## config.mk

```make
export PLATFORM = sky130hd
export DESIGN_NAME = ee201_pulse_gen_multi
export DESIGN_NICKNAME = d
export VERILOG_FILES = /design/src/rtl/ee201_pulse_gen_multi.sv
export SDC_FILE = /design/constraint.sdc
export NUM_CORES = 1
export LEC_CHECK = 0
export BUFFER_PORTS_ARGS = -buffer_cell sky130_fd_sc_hd__buf_2
export CORE_MARGIN = 2
export CORE_UTILIZATION = 24
export DETAILED_ROUTE_END_ITERATION = 8
export PLACE_DENSITY = 0.49
export SYNTH_ARGS = -nofsm -noshare
export SYNTH_HDL_FRONTEND = slang
export SYNTH_SLANG_ARGS = --single-unit
```

## constraint.sdc

```tcl
create_clock -name Clk -period 3.35 [get_ports Clk]
set_input_delay 0 -clock Clk [delete_from_list [all_inputs] [get_ports Clk]]
set_output_delay 0 -clock Clk [all_outputs]
set_load 0.05 [all_outputs]
```

## src/rtl/ee201_pulse_gen_multi.sv

```systemverilog
// rtl/ee201_pulse_gen_multi.sv - multi-channel programmable pulse generator
module ee201_pulse_gen_multi #(
    parameter int WIDTH    = 8,
    parameter int CHANNELS = 2
) (
    input  logic                      Clk,
    input  logic                      Reset_n,
    input  logic [CHANNELS-1:0]       En,
    input  logic [CHANNELS-1:0]       Mode,
    input  logic [CHANNELS-1:0]       Start,
    input  logic [CHANNELS*WIDTH-1:0] N,
    input  logic [CHANNELS*WIDTH-1:0] PW,
    output logic [CHANNELS-1:0]       Pulse,
    output logic [CHANNELS-1:0]       Busy,
    output logic [CHANNELS-1:0]       Tc
);

    typedef enum logic {
        IDLE = 1'b0,
        RUN  = 1'b1
    } state_e;

    for (genvar g = 0; g < CHANNELS; g++) begin : g_ch
        state_e           state_q, state_d;
        logic [WIDTH-1:0] cnt_q, cnt_d;
        logic [WIDTH-1:0] nl_q, nl_d;
        logic [WIDTH-1:0] pwl_q, pwl_d;
        logic             pulse_q, pulse_d;
        logic             mode_q, mode_d;
        logic [WIDTH-1:0] n_in, pw_in, cnt_inc;
        logic             last;

        assign n_in    = N[g*WIDTH +: WIDTH];
        assign pw_in   = PW[g*WIDTH +: WIDTH];
        assign cnt_inc = cnt_q + WIDTH'(1);
        // Period boundary: cnt has reached the latched period minus one.
        assign last    = (cnt_q == nl_q - WIDTH'(1));

        // Channel state register; reset clears everything including latched values.
        always_ff @(posedge Clk or negedge Reset_n) begin
            if (!Reset_n) begin
                state_q <= IDLE;
                cnt_q   <= '0;
                nl_q    <= '0;
                pwl_q   <= '0;
                pulse_q <= 1'b0;
                mode_q  <= 1'b0;
            end else begin
                state_q <= state_d;
                cnt_q   <= cnt_d;
                nl_q    <= nl_d;
                pwl_q   <= pwl_d;
                pulse_q <= pulse_d;
                mode_q  <= mode_d;
            end
        end

        // Next-state: start, period boundary re-latch, one-shot finish, abort.
        always_comb begin
            state_d = state_q;
            cnt_d   = cnt_q;
            nl_d    = nl_q;
            pwl_d   = pwl_q;
            pulse_d = pulse_q;
            mode_d  = mode_q;
            case (state_q)
                IDLE: begin
                    if (En[g] && (!Mode[g] || Start[g]) && (n_in != '0)) begin
                        state_d = RUN;
                        cnt_d   = '0;
                        nl_d    = n_in;
                        pwl_d   = pw_in;
                        pulse_d = (pw_in != '0);
                        mode_d  = Mode[g];
                    end
                end
                RUN: begin
                    if (!En[g]) begin
                        state_d = IDLE;
                        cnt_d   = '0;
                        pulse_d = 1'b0;
                    end else if (last) begin
                        cnt_d = '0;
                        if (mode_q) begin
                            state_d = IDLE;
                            pulse_d = 1'b0;
                        end else begin
                            nl_d  = n_in;
                            pwl_d = pw_in;
                            if (n_in == '0) begin
                                state_d = IDLE;
                                pulse_d = 1'b0;
                            end else begin
                                pulse_d = (pw_in != '0);
                            end
                        end
                    end else begin
                        cnt_d   = cnt_inc;
                        pulse_d = (cnt_inc < pwl_q);
                    end
                end
                default: state_d = IDLE;
            endcase
        end

        assign Pulse[g] = pulse_q;
        assign Busy[g]  = (state_q == RUN);
        assign Tc[g]    = (state_q == RUN) && last;
    end

endmodule
```

Word level (Yosys, flattened, before mapping)
Cells that the tools add are included.
Widths: inputs -> output; s select.
{ "word_totals": {"regBits": 54, "out_inout_bits": 6, "wordCells": 102} }
{ "op_classes": {"n_addsub": 4, "order_cmp": 2, "n_eq_ne": 10, "muxes": 52, "bitwise_logic": 2, "n_reduce_logical": 20} }
{ "ops": {"columns": ["cell", "n"], "rows": [
  ["$mux 8", 22],
  ["$pmux 8 s2", 6],
  ["$reduce_bool 8->1", 4],
  ["$mux 1", 20],
  ["$add 8x1->8 const B", 2],
  ["$eq 8x8->1", 2],
  ["$logic_not 8->1", 2],
  ["$lt 8x8->1", 2],
  ["$sub 8x1->8 const B", 2],
  ["$ne 2x2->1 const B", 6],
  ["$pmux 1 s2", 4],
  ["$reduce_and 4->1", 2],
  ["$logic_and 1x1->1", 6],
  ["$ne 2x1->1 const B", 2],
  ["$reduce_and 2->1", 2],
  ["$logic_not 1->1", 2],
  ["$logic_or 1x1->1", 2],
  ["$not 1->1", 2]
]} }

Depth between registers and ports, before layout
Gate-level depths: netlist (run 1).
{ "logic_depth": {"ltp_word": 6, "ltp_mapped": 11, "mapped_depth_nobuf": 11} }

Worst setup path before layout (run 1)
OpenSTA, ideal clock, no wires.
{ "synth_path": {"kind": "reg-to-reg", "from": "reg g_ch[1].nl_q[0]", "to": "reg g_ch[1].nl_q[0]", "setup_ns": 0.125, "arrival_ns": 2.330, "required_time_ns": 3.225, "slack_ns": 0.895, "stages_incl_launch_ff": 10, "path_buffers": 1, "synth_period_minus_slack_ns": 2.455, "path_cell_list": "dfrtp_1 > inv_1 > ha_1 > xor2_1 > o31a_1 > a211oi_2 > nand2b_2 > a21oi_4 > buf_12 > mux2_4"} }
{ "synth_between": {"elab_chain_len": 4} }
{ "synth_lines": {"columns": ["item", "line", "source"], "rows": [
  ["from (decl)", "26", "logic [WIDTH-1:0] nl_q, nl_d;"],
  ["from (signal assigned)", "51", "nl_q <= nl_d;"],
  ["$sub 8x1->8", "37", "assign last = (cnt_q == nl_q - WIDTH'(1));"],
  ["$eq 8x8->1", "37", null],
  ["$ne 2x1->1 (no source line)", null, null],
  ["$reduce_and 4->1 (no source line)", null, null]
]} }
Every way passes these cells.
A chain may end at the register's enable or synchronous reset.

Final worst setup path (run 1)
{ "layout_path": {"from": "reg g_ch[1].nl_q[2]", "to": "reg g_ch[1].pwl_q[0]"} }
{ "layout_between": {"elab_chain_len": 4} }
{ "layout_lines": {"columns": ["item", "line", "source"], "rows": [
  ["$sub 8x1->8", "37", null],
  ["$eq 8x8->1", "37", null],
  ["$ne 2x1->1 (no source line)", null, null],
  ["$reduce_and 4->1 (no source line)", null, null],
  ["to (signal assigned)", "52", "pwl_q <= pwl_d;"],
  ["to (decl)", "27", "logic [WIDTH-1:0] pwl_q, pwl_d;"]
]} }
Every way passes these cells.

==> flow_summary_export.csv, run 1 <==
group,metric,value,unit
status,status,"finished clean",
place,place_area,3810,sq um
cts,ctsResizeCount,0,
critical_path,criticalPathCategory,"flop to flop",
synth,ys_seq_area_share,39.29,%
power_and_ir_drop,total_power,2.626,mW
sta,fmax,0.3423,GHz
cts,holdBufCountCts,35,
synth,synth.avg_cell_area,10.58,sq um
global_routing,grt_max_degree,35,
critical_path,end_kind,"flop",
critical_path,arrival,3.10,ns
sta,period_needed,2.921,ns
place,numPortBuffers,45,
cts,cts.path.max_buffers,2,
critical_path,cp_data_required_time,3.53,ns
finish,drive_gt1_share,25.19,%
power_and_ir_drop,vdd_drop_max,0.0002968,V
global_routing,overflow,0,
cts,cts-root-buf,"clkbuf_16",
synth,synth_area_leaders,"dfrtp_1, mux2_4, ha_1",
critical_path,start_kind,"flop",
synth,syn_inst,325,
finish,layout_commonest_cell,"dfrtp_1",
synth,synth_area,3440,sq um
power_and_ir_drop,power_density,606.5,nW/um^2
finish,antenna_cells,0,
routing,drt-wirelength-per-cell,13.44,um
global_routing,track_usage,11.05,%
place,dp.cells,538,
routing,drc,0,
finish,final_cell_mix,"dfrtp_1, buf_2, dlygate4sd3_1",
floorplan,rows,43,
sta,fin_skew,0.005522,ns
synth,syn-num-nets,383,
floorplan,core,13930,sq um
global_routing,antenna_found_initial,0,
routing,via_count,2636,
routing,drt_pass1_iterations,4,
cts,clk_latency,0.30,ns
sta,setup_viol,0,
cts,cts_buffers,5,
routing,avgViaCountPerCell,4.537,
sta,rsz0062_at_grt,"false",
cts,cts_sinks,54,
routing,drtIter0Drc,151,
floorplan,io_pins,46,
synth,yosys_register_bits,54,
floorplan,die_area,15310,sq um
finish,instances_no_fill,581,
synth,async_flop_share,100.0,%
min_path,hold_path.class,"input port to flop",
synth,synth_flop_cell,"dfrtp_1",
critical_path,cp_max_fo,16,
cts,post_cts_buffers,0,
synth,synth-edff-count,0,
sta,finalCritPeriodShare,87.20,%
critical_path,cp_cell_sequence,"nor4_1 -> and4b_1 -> a41oi_1 -> a211oi_2 -> nand2b_2 -> a21oi_4 -> mux2_2",
synth,ys_types,49,
job,maxCapViolations,0,
cts,cts_tree,"built",
floorplan,start_util,24.68,%
finish,nets,458,
routing,postRouteAntennaNets,0,
synth,synth.top_cell.area_share,39.29,%
power_and_ir_drop,leakage,1.983,nW
cts,h-tree-depth,2,
place,dp_hpwl,5917,um
finish,design_area,4330,sq um
synth,ys_warn_count,0,
global_routing,grt_pass1_vias,2811,
global_routing,grt_pass1_wl,13410,um
critical_path,max_stage_delay,0.58,ns
cts,clk_pin_slew,0.07,ns
floorplan,die_h,123.7,um
sta,slew_violations,0,
sta,setup_tns,0,ns
place,gp_congestion,0.7765,
sta,finalHoldViolCount,0,
critical_path,cpMaxStageDelayCell,"a21oi_4",
sta,slew_headroom,40.70,%
finish,area_delta_synth_final,25.90,%
floorplan,die_x,123.7,um
routing,totalWireLength,7810,um
sta,worst_pin_slew,0.8854,ns
synth,synth_top_area_cell,"dfrtp_1",
==> flip-flops by register name (all words and copies together), names as in the netlist <==
signal / count
g_ch.mode_q: 2
g_ch.state_q: 2
g_ch.nl_q: 16
g_ch.pulse_q: 2
g_ch.pwl_q: 16
g_ch.cnt_q: 16
==> cell type report <==
type	instances	area (sq um)
clock buffer	5	125.1
clock inverter	3	45.04
fill	1423	9604
inverter	20	75.07
multi-input combinational	237	1918
sequential	54	1351
tap	180	225.2
timing repair buffer	82	590.6
==> cell usage after synthesis (all sizes together), types with 4 or more instances <==
cell    number
dfrtp       54
mux2        36
inv         20
xnor2       19
ha          18
nor2        14
nor3        13
nand2       12
o21ai       11
xor2        11
a22o        10
nand2b      10
nor4        10
a21oi        9
nand3        9
buf          7
clkbuf       7
a211oi       6
a21o         6
and3         6
nand4        4
==> final timing paths <==
path                                     to  slack (ns)             from  depth (start not counted)
min reg2reg                 g_ch[1].pulse_q        0.50  g_ch[1].pulse_q                          1
max in group asynchronous   g_ch[1].nl_q[1]        2.23          Reset_n                          3
max                        g_ch[1].pwl_q[0]        0.43  g_ch[1].nl_q[2]                          7
min                         g_ch[1].state_q        0.07            En[1]                          3
max reg2reg                g_ch[1].pwl_q[0]        0.43  g_ch[1].nl_q[2]                          7
min in group asynchronous  g_ch[0].pwl_q[5]        0.32          Reset_n                          2
==> kinds of logic (layout without fill, tap and decap cells) <==
family          Yosys count  count (layout)  share of synthesized area [%]
simple gates             95              95                          15.28
compound gates           58              58                          12.33
flops                    54              54                          39.29
mux                      36              36                          13.97
buf+inv                  34             110                          4.947
xor+xnor                 30              30                          7.639
fa+ha+maj                18              18                          6.548
==> through the flow <==
stage,worst slack [ns],hold WS [ns],util [%]
final,0.4289,0.07248,31.08
after global routing,0.1936,0.09928,31.08
after CTS,0.4151,0.05762,31.08
after detailed placement,0.4243,0.1449,27.34
after global placement,0.5181,0.1340,27.34
after floorplan,0.8951,-0.2956,-
==> critical path: cells and delay by family (launching register included) <==
family	cells	cell delay, ns
AOI/OAI and AO/OA	3	1.09
and+or+nand+nor	3	0.88
DFF	1	0.43
muxes	1	0.40
==> per-layer routing <==
metal / global-route usage [%] / vias to the layer above / share of wire [%]
li1: - / 1314 / -
met4: 2.131 / 0 / 0.68
met5: 0 / - / 0
met3: 2.198 / 8 / 3.5
met2: 19.33 / 51 / 48
met1: 14.17 / 1263 / 48
==> power by group <==
part	leakage (nW)	switching [mW]	internal, mW
Sequential	0.664	0.210	0.839
Combinational	1.24	0.453	0.515
Clock	0.0760	0.256	0.353
Note: power is estimated with default switching activity, not from simulation.
==> run 2: changes to the inputs <==
Settings changed: RECOVER_POWER from default to 100.
==> run 2 against run 1 <==
- the flow now finishes with violations (capacitance limit, slew limit)
- utilization is 0.63 points lower
- sequential cell count did not move
- sequential power about the same
- combinational power shrank 8.9%
- critical path type unchanged
- critical endpoint is now g_ch[0].pwl_q[1]
- highest routed layer unchanged
==> flow_summary_export.csv, run 2 (synthesis gave the netlist of run 1 again) <==
group,metric,value,unit
global_routing,antenna_found_initial,0,
power_and_ir_drop,leakage,1.892,nW
sta,finalCritPeriodShare,84.73,%
critical_path,startpoint,"g_ch[0].nl_q[0]",
finish,area_delta_synth_final,23.35,%
routing,drtIter0Drc,123,
routing,drt_pass1_iterations,4,
routing,top_layer_used,"met4",
critical_path,end_kind,"flop",
sta,slew_violations,35,
finish,drive_gt1_share,17.96,%
global_routing,track_usage,11.05,%
sta,worst_pin_slew,1.903,ns
finish,final_cell_mix,"dfrtp_1, buf_2, dlygate4sd3_1",
finish,instances_no_fill,581,
finish,largestRegisters,"g_ch.cnt_q x16, g_ch.nl_q x16, g_ch.pwl_q x16",
place,pre_cts_slack,0.4243,ns
finish,layout_commonest_cell,"dfrtp_1",
critical_path,arrival,3.02,ns
global_routing,overflow,0,
cts,clk_pin_slew,0.07,ns
critical_path,criticalPathCategory,"flop to flop",
cts,cts_sinks,54,
cts,clk_latency,0.30,ns
global_routing,grt_pass1_vias,2811,
routing,avgViaCountPerCell,4.525,
floorplan,die_x,123.7,um
power_and_ir_drop,vdd_drop_max,0.0002948,V
routing,met1_length,3778,um
sta,setup_tns,0,ns
cts,cts_tree,"built",
sta,finalHoldViolCount,0,
place,dp_hpwl,5917,um
floorplan,core,13930,sq um
status,violations,"capacitance limit, slew limit",
place,place_area,3810,sq um
floorplan,rows,43,
sta,fin_skew,0.005096,ns
place,numPortBuffers,45,
sta,fmax,0.3523,GHz
floorplan,start_util,24.68,%
cts,h-tree-depth,2,
finish,nets,458,
finish,antenna_cells,0,
finish,fillers,1453,
min_path,holdCritStartpoint,"En[1]",
place,gp_congestion,0.7765,
min_path,hold_path.class,"input port to flop",
critical_path,reg2reg_from,"g_ch[0].nl_q[0]",
routing,drt-wirelength-per-cell,13.41,um
sta,setup_viol,0,
finish,design_area,4243,sq um
critical_path,start_kind,"flop",
status,status,"finished with violations",
job,maxCapViolations,1,
sta,hold_slack,0.07226,ns
routing,route.met2.wl,3681,um
routing,totalWireLength,7789,um
place,dp.cells,538,
finish,fin_util,30.45,%
sta,rsz0062_at_grt,"false",
cts,ctsResizeCount,0,
global_routing,grt_max_degree,35,
sta,period_needed,2.838,ns
power_and_ir_drop,total_power,2.533,mW
floorplan,die_h,123.7,um
critical_path,cp_data_required_time,3.53,ns
global_routing,grt_pass1_wl,13410,um
cts,cts_buffers,5,
cts,cts-root-buf,"clkbuf_16",
sta,setup_ws,0.5117,ns
routing,via_count,2629,
floorplan,io_pins,46,
routing,drc,0,
power_and_ir_drop,power_density,597.1,nW/um^2
routing,wl_met3,274,um
routing,postRouteAntennaNets,0,
cts,cts.path.max_buffers,2,
sta,slew_headroom,-26.88,%
critical_path,cp_max_fo,16,
floorplan,die_area,15310,sq um
==> run 2: cell count changes in the layout (fill, tap and decap cells not counted), moves of 2 or more <==
cell | previous run | this run
mux2_1 | 0 | 19
mux2_4 | 20 | 1
buf_2 | 45 | 36
buf_4 | 2 | 0
clkbuf_1 | 0 | 9
clkbuf_2 | 0 | 2
==> run 2: final timing paths <==
check	end	slack, ns	cells past startpoint
setup / recovery	g_ch[0].pwl_q[1]	0.51	9
hold / removal	g_ch[1].state_q	0.07	3
setup reg to reg	g_ch[0].pwl_q[1]	0.51	9
hold reg to reg	g_ch[0].pwl_q[6]	0.49	1
max in group asynchronous	g_ch[1].cnt_q[7]	1.19	3
min in group asynchronous	g_ch[0].pwl_q[7]	0.76	2
==> run 2: layout make-up <==
| type | count | area [sq um] | share of cell area (%) |
|---|---|---|---|
| multi-input combinational | 237 | 1847 | 43.53 |
| tap | 180 | 225.2 | 5.308 |
| clock buffer | 5 | 125.1 | 2.949 |
| clock inverter | 3 | 45.04 | 1.062 |
| sequential | 54 | 1351 | 31.85 |
| timing repair buffer | 82 | 574.3 | 13.54 |
| inverter | 20 | 75.07 | 1.769 |
==> run 2: power breakdown <==
| part | internal, mW | total [mW] | switching [mW] |
|---|---|---|---|
| Sequential | 0.839 | 1.04 | 0.205 |
| Clock | 0.353 | 0.607 | 0.254 |
| Combinational | 0.436 | 0.883 | 0.448 |
| Total | 1.63 | 2.53 | 0.906 |
==> run 2: per-layer routing <==
metal,vias up,track usage (%)
met1,1247,14.17
met5,-,0
li1,1319,-
met4,0,2.131
met2,55,19.33
met3,8,2.198
==> run 2: critical path, cell delays in order (launching register included) <==
cell	delay, ns
dfrtp_1	0.52
inv_1	0.08
ha_1	0.31
xnor2_1	0.13
nor4_1	0.32
o211ai_1	0.21
nor2_1	0.24
a21o_1	0.15
clkbuf_2	0.37
mux2_2	0.38
==> run 2: what timing repair did <==
item / 4_1_cts / 5_1_grt
endpoints found under the setup margin: 0 / 0
setup buffers: 0 / 0
hold endpoints to repair: 67 / 0
hold buffers: 35 / 0
